===== src/rtl/mcu_spi_slave.sv =====
// Purpose: SPI mode-0 slave for the MCU control link; recovers MOSI bytes in clk domain, shifts tx_data out on MISO.
// Latency: byte_strobe ~3 clk after the 8th SCK rising pin edge; spi_miso ~4 clk after an SCK falling pin edge.
// Backpressure: none; the MCU paces the link and the control block must accept every byte_strobe.
//
// Ports:
//   clk, reset          system clock, synchronous active-high reset
//   spi_ss_n/sck/mosi   raw SPI pins from the MCU (asynchronous to clk)
//   spi_miso            registered MISO, 0 outside an armed frame
//   byte_strobe/start   one-cycle byte valid, start flags first byte of frame
//   byte_data           last received byte, held between strobes
//   tx_data             response byte, sampled one cycle after byte_strobe
//   frame_active        chip select synchronized low and frame armed
module mcu_spi_slave #(
   parameter int SYNC_STAGES = 2   // 2 or 3
) (
   input  logic       clk,
   input  logic       reset,
   input  logic       spi_ss_n,
   input  logic       spi_sck,
   input  logic       spi_mosi,
   output logic       spi_miso,
   output logic       byte_strobe,
   output logic       byte_start,
   output logic [7:0] byte_data,
   input  logic [7:0] tx_data,
   output logic       frame_active
);

   typedef enum logic [1:0] {
      ST_UNARMED,   // SS not yet seen high since reset
      ST_ARMED,     // idle, waiting for SS falling edge
      ST_ACTIVE     // frame in progress
   } state_t;

   state_t state, state_nxt;

   logic [SYNC_STAGES-1:0] ss_pipe, sck_pipe, mosi_pipe;
   logic       ss_d, sck_d;
   logic [2:0] bit_cnt;
   logic [6:0] rx_shift;   // first seven bits; the eighth comes straight from mosi_s
   logic [7:0] tx_shift;
   logic       first;
   logic       strobe_d;

   logic ss_s, sck_s, mosi_s;
   logic ss_rise, ss_fall, sck_rise, sck_fall;
   logic start_frame, end_frame, in_frame;

   // Synchronizers reset to 0 so that SS reads as "low" until the pin
   // has really been seen high; this keeps a frame that straddles reset
   // release from ever arming.
   always_ff @(posedge clk) begin
      if (reset) begin
         ss_pipe   <= '0;
         sck_pipe  <= '0;
         mosi_pipe <= '0;
         ss_d      <= 1'b0;
         sck_d     <= 1'b0;
      end else begin
         ss_pipe   <= {ss_pipe[SYNC_STAGES-2:0], spi_ss_n};
         sck_pipe  <= {sck_pipe[SYNC_STAGES-2:0], spi_sck};
         mosi_pipe <= {mosi_pipe[SYNC_STAGES-2:0], spi_mosi};
         ss_d      <= ss_s;
         sck_d     <= sck_s;
      end
   end

   assign ss_s     = ss_pipe[SYNC_STAGES-1];
   assign sck_s    = sck_pipe[SYNC_STAGES-1];
   assign mosi_s   = mosi_pipe[SYNC_STAGES-1];

   assign ss_rise  =  ss_s  & ~ss_d;
   assign ss_fall  = ~ss_s  &  ss_d;
   assign sck_rise =  sck_s & ~sck_d;
   assign sck_fall = ~sck_s &  sck_d;

   // SS edges take priority over SCK: a start ignores a coincident SCK
   // edge (state is still ARMED), and an end kills a coincident wrap.
   assign start_frame = (state == ST_ARMED)  & ss_fall;
   assign end_frame   = (state == ST_ACTIVE) & ss_rise;
   assign in_frame    = (state == ST_ACTIVE) & ~ss_rise;

   assign frame_active = (state == ST_ACTIVE);

   always_ff @(posedge clk) begin
      if (reset) state <= ST_UNARMED;
      else       state <= state_nxt;
   end

   always_comb begin
      state_nxt = state;
      case (state)
         ST_UNARMED: if (ss_s)        state_nxt = ST_ARMED;
         ST_ARMED:   if (start_frame) state_nxt = ST_ACTIVE;
         ST_ACTIVE:  if (end_frame)   state_nxt = ST_ARMED;
         default:                     state_nxt = ST_UNARMED;
      endcase
   end

   always_ff @(posedge clk) begin
      if (reset) begin
         spi_miso    <= 1'b0;
         byte_strobe <= 1'b0;
         byte_start  <= 1'b0;
         byte_data   <= 8'h00;
         bit_cnt     <= 3'd0;
         rx_shift    <= 7'd0;
         tx_shift    <= 8'h00;
         first       <= 1'b0;
         strobe_d    <= 1'b0;
      end else begin
         byte_strobe <= 1'b0;
         byte_start  <= 1'b0;
         strobe_d    <= byte_strobe;
         spi_miso    <= frame_active & tx_shift[7];

         if (start_frame) begin
            first    <= 1'b1;
            bit_cnt  <= 3'd0;
            tx_shift <= 8'h00;
         end else if (end_frame) begin
            // partial byte dropped, byte_data untouched
            bit_cnt  <= 3'd0;
         end else if (in_frame) begin
            if (sck_rise) begin
               rx_shift <= {rx_shift[5:0], mosi_s};
               bit_cnt  <= bit_cnt + 3'd1;
               if (bit_cnt == 3'd7) begin
                  byte_data   <= {rx_shift, mosi_s};
                  byte_strobe <= 1'b1;
                  byte_start  <= first;
                  first       <= 1'b0;
               end
            end
            // Reload lands two edges after the strobe so the control block
            // has a full cycle to register its answer; the MCU guarantees
            // the 8th falling edge (counter 0, no shift) comes later.
            if (strobe_d) begin
               tx_shift <= tx_data;
            end else if (sck_fall && bit_cnt != 3'd0) begin
               tx_shift <= {tx_shift[6:0], 1'b0};
            end
         end
      end
   end

endmodule

===== config.mk =====
export PLATFORM = sky130hd
export DESIGN_NAME = mcu_spi_slave
export DESIGN_NICKNAME = d
export VERILOG_FILES = /design/src/rtl/mcu_spi_slave.sv
export SDC_FILE = /design/constraint.sdc
export NUM_CORES = 1
export LEC_CHECK = 0
export BUFFER_PORTS_ARGS = -buffer_cell sky130_fd_sc_hd__clkbuf_2
export CAP_MARGIN = 40
export CORE_MARGIN = 2
export CORE_UTILIZATION = 40
export DETAILED_ROUTE_END_ITERATION = 12
export GPL_TIMING_DRIVEN = 1
export SYNTH_ARGS = -nofsm -noshare
export SYNTH_HDL_FRONTEND = slang
export SYNTH_SLANG_ARGS = --single-unit

===== constraint.sdc =====
create_clock -name clk -period 2.03 [get_ports clk]
set_input_delay 0.1015 -clock clk [delete_from_list [all_inputs] [get_ports clk]]
set_output_delay 0.1015 -clock clk [all_outputs]
set_load 0.01 [all_outputs]

# Word level (Yosys, flattened, before mapping)
# Index checks and enable logic that the tools add are counted.
# word_totals
regBits	41
out_inout_bits	12
word_cells	70
# classes
n_addsub	1
n_eq_ne	7
n_mux	12
bitwise	18
n_reduce_logical	17
# ops
op	count
$mux 8	2
$not 1->1	10
$and 1x1->1	8
$reduce_and 4->1	2
$reduce_bool 2->1	4
$mux 1	6
$mux 2	3
$ne 2x2->1 const B	3
$pmux 2 s3	1
$reduce_and 3->1	2
$reduce_or 6->1	1
$reduce_and 5->1	1
$reduce_or 5->1	1
$add 3x1->3 const B	1
$eq 3x3->1 const B	1
$reduce_bool 3->1	1
$reduce_or 3->1	1
$eq 2x1->1 const B	1
$eq 2x2->1 const B	1
$logic_not 2->1	1
$ne 2x1->1 const B	1
$reduce_and 2->1	1
$reduce_or 2->1	1
$logic_and 1x1->1	1

# Logic depth before layout (Yosys ltp)
# logic_depth
ltp_word	7
ltp_mapped	6
depth_no_buf	6

# Least setup slack after synthesis
# OpenSTA, ideal clock, no wires.
# synth_timing
path_kind	reg2reg
from	reg bit_cnt[0]
to	reg byte_data[0]
setup_ns	0.132
arrival_time_ns	1.386
t_required_ns	1.898
slack_ns	0.512
stages_incl_launch_ff	7
cell_sequence	dfxtp_1 -> ha_1 -> ha_1 -> nand3b_1 -> nor3_4 -> mux2i_1 -> nor2_1
# synth_between
elab_chain_cells	2
# synth_rtl
item	line_no	source
start, declared	39	logic [2:0] bit_cnt;
start signal, assigned	127	bit_cnt <= bit_cnt + 3'd1;
$eq 3x3->1	128	if (bit_cnt == 3'd7) begin
$reduce_and 5->1 (no line)	n/a	
end signal, assigned	129	byte_data <= {rx_shift, mosi_s};
end, declared	24	output logic [7:0] byte_data,
# No other way between the ends.
# A chain may end at the register's enable or synchronous reset.

# Worst setup path in the final report
# layout_timing
from	reg bit_cnt[0]
to	reg byte_data[7]
# Same word-level chain as after synthesis.

==> results.py <==
metrics = {
    "route": {
        "drtPass1Iterations": 4,
        "routed_wl_um": 2990,
        "route.detailed.drc": 0,
        "wire_per_inst_um": 12.7,
        "via_count": 1200,
        "drt_iter0_markers": 77,
        "detail-route-antenna-nets": 0,
        "vias_per_cell": 5.11,
    },
    "placement": {
        "port_buffers": 24,
        "place.gp.congestion": 0.758,
        "dpl.hpwl_um": 2110,
    },
    "global_route": {
        "grt_pass1_wl_um": 5040,
        "grt.overflow.total": 0,
        "grt_pass1_vias": 1160,
        "grtUsageTotal": 0.148,
        "antenna_found_initial": 0,
        "grt_max_degree": 31,
    },
    "critical_path": {
        "end_kind": "flip-flop",
        "critPathRequiredTime_ns": 2.20,
        "rr_startpoint": "bit_cnt[0]",
        "critPathMaxFanout": 8,
        "reg2reg_to": "byte_data[7]",
        "ff2ff_path_depth": 6,
        "startpoint_type": "flip-flop",
        "worstSetupPathType": "flip-flop to flip-flop",
        "crit_arrival_ns": 1.92,
        "crit_end": "byte_data[7]",
        "worstSetupStartpoint": "bit_cnt[0]",
        "ff2ff_setup_slack_ns": 0.28,
    },
    "power": {
        "ir_worst_vdd_v": 0.000639,
        "fin_total_pwr_mw": 1.63,
        "p_per_area_nw_per_um2": 843,
        "leakagePower_nw": 0.762,
    },
    "cts": {
        "cts_setup_buffers": 0,
        "clock_sinks": 41,
        "ctsHoldBuffers": 0,
        "cts_tree": "built",
        "cts_htree_levels": 2,
        "clk_path_buf_depth": 2,
        "clk_pin_slew_ns": 0.07,
        "post_cts_resized": 0,
        "cts_buffers": 5,
        "worstSkewPairLatency_ns": 0.29,
        "root_buffer": "clkbuf_8",
    },
    "floorplanning": {
        "core_um2": 3970,
        "die_w_um": 67.9,
        "rows": 23,
        "die_h_um": 67.9,
        "ios": 25,
        "die_area_um2": 4610,
        "start_util": 0.411,
    },
    "synthesis": {
        "synth-edff-count": 0,
        "yosysSeqAreaShare": 0.503,
        "syn_nets": 173,
        "syn_inst": 156,
        "syn_area_um2": 1630,
        "synthFlopType": "dfxtp_1",
        "ys_types": 32,
        "synth_seq_cells": 41,
        "ys.warnings.count": 0,
        "syn_area_per_cell_um2": 10.5,
        "async_flop_share": 0,
    },
    "timing": {
        "finalHoldViolations": 0,
        "clock-skew-final_ns": 0.00925,
        "post-route-min-period_ns": 1.75,
        "max-slew-margin-rel": 0.524,
        "timing.final.crit_share": 0.863,
        "drv_slew": 0,
        "finalSetupTns_ns": 0,
        "rsz0062_at_grt": "false",
        "setup_violations": 0,
        "worst_pin_slew_ns": 0.711,
        "fmax_ghz": 0.571,
    },
    "layout": {
        "area_growth_pct": 18.5,
        "diodes": 0,
        "fill_cells": 397,
        "final_net_count": 201,
        "drive_gt1_frac": 0.276,
    },
    "run": {
        "maxCapViolCount": 0,
    },
    "min_path": {
        "hp-class": "input port to flip-flop",
        "hold_depth": 2,
        "min_from": "spi_ss_n",
    },
    "status": {
        "status": "complete, no violations",
    },
}
## cell usage in the layout, fill, tap and decap left out, types with 2 or more instances in the layout
cell / n
clkbuf_2: 24
nor2_2: 4
mux2_2: 7
a21oi_1: 8
mux2i_1: 17
nand2b_1: 2
o31ai_1: 7
nor2b_1: 8
bufinv_16: 2
dfxtp_1: 41
inv_1: 5
clkbuf_8: 5
buf_4: 3
ha_1: 4
nor2_1: 28
## metrics by stage
stage / utilization / setup WS (ns) / area, um^2 / std cells / hold slack, ns
4_1_cts: 0.487 / 0.239 / 1930 / 235 / 0.00347
3_3_place_gp: 0.453 / 0.381 / 1800 / 227 / 0.312
6_report: 0.487 / 0.278 / 1930 / 235 / 0.0154
5_1_grt: 0.487 / 0.105 / 1930 / 235 / 0.0132
2_1_floorplan: - / 0.512 / 1630 / 156 / 0.230
3_5_place_dp: 0.453 / 0.287 / 1800 / 227 / 0.315
## Yosys cell counts (2+ instances only)
cell type | n | area (um^2)
dfxtp_1 | 41 | 821
nor2_1 | 28 | 105
mux2i_1 | 17 | 170
a21oi_1 | 8 | 40.0
nor2b_1 | 8 | 50.1
mux2_2 | 7 | 78.8
o31ai_1 | 7 | 52.6
inv_1 | 5 | 18.8
clkbuf_1 | 4 | 15.0
ha_1 | 4 | 50.1
nor2_2 | 4 | 25.0
buf_6 | 2 | 22.5
nand2b_1 | 2 | 12.5
## how the worst min path moves through the flow
| stage | to | slack, ns |
|---|---|---|
| 2_1_floorplan | mosi_pipe[0] | 0.23 |
| 3_3_place_gp | ss_pipe[0] | 0.31 |
| 3_5_place_dp | ss_pipe[0] | 0.32 |
| 4_1_cts | ss_pipe[0] | 0.003 |
| 5_1_grt | sck_pipe[0] | 0.01 |
| 6_report | ss_pipe[0] | 0.02 |
## logic make-up after synthesis
kind of cell	share of synthesized area
AND/OR/NAND/NOR	0.188
flip-flops	0.503
multiplexers	0.152
AO/OA/AOI/OAI	0.0866
buffers and inverters	0.0345
adder cells (fa/ha/maj)	0.0307
XOR/XNOR	0.00536
## final cells by class
| cell class | instances | area (um^2) | share of cell area |
|---|---|---|---|
| Timing Repair Buffer | 27 | 143 | 0.0737 |
| Clock inverter | 3 | 65.1 | 0.0336 |
| Tap cell | 50 | 62.6 | 0.0323 |
| Clock buffer | 5 | 68.8 | 0.0356 |
| Inverter | 5 | 18.8 | 0.00970 |
| Multi-Input combinational cell | 104 | 756 | 0.391 |
| Sequential cell | 41 | 821 | 0.424 |
## power by group
group | total, mW | switching [mW] | internal (mW)
Combinational | 0.0503 | 0.0263 | 0.0240
Sequential | 0.818 | 0.00545 | 0.812
Clock | 0.763 | 0.275 | 0.488
Total | 1.63 | 0.306 | 1.32
## registers in the layout, indices dropped and copies added (netlist names)
name and count:
rx_shift 7, tx_shift 8, ss_pipe 2, strobe_d 1, spi_miso 1, byte_start 1, state 2, bit_cnt 3
byte_strobe 1, byte_data 8, mosi_pipe 2, sck_d 1, ss_d 1, sck_pipe 2, first 1
## worst max-delay path: stages (launching register included)
cell and delay [ns]:
dfxtp_1 0.39, ha_1 0.19, ha_1 0.17, nand3b_1 0.12
nor3_4 0.45, mux2i_1 0.26, nor2_1 0.05
## layer usage
metal	vias to the layer above	share of wire	global-route usage	routed length [um]
met4	0	0.017	0.0650	51
met2	29	0.49	0.257	1470
met3	5	0.048	0.0510	142
met1	576	0.44	0.163	1320
li1	590	-	-	-
met5	-	0	0	0
No activity file was read; power rests on OpenSTA's default activity.
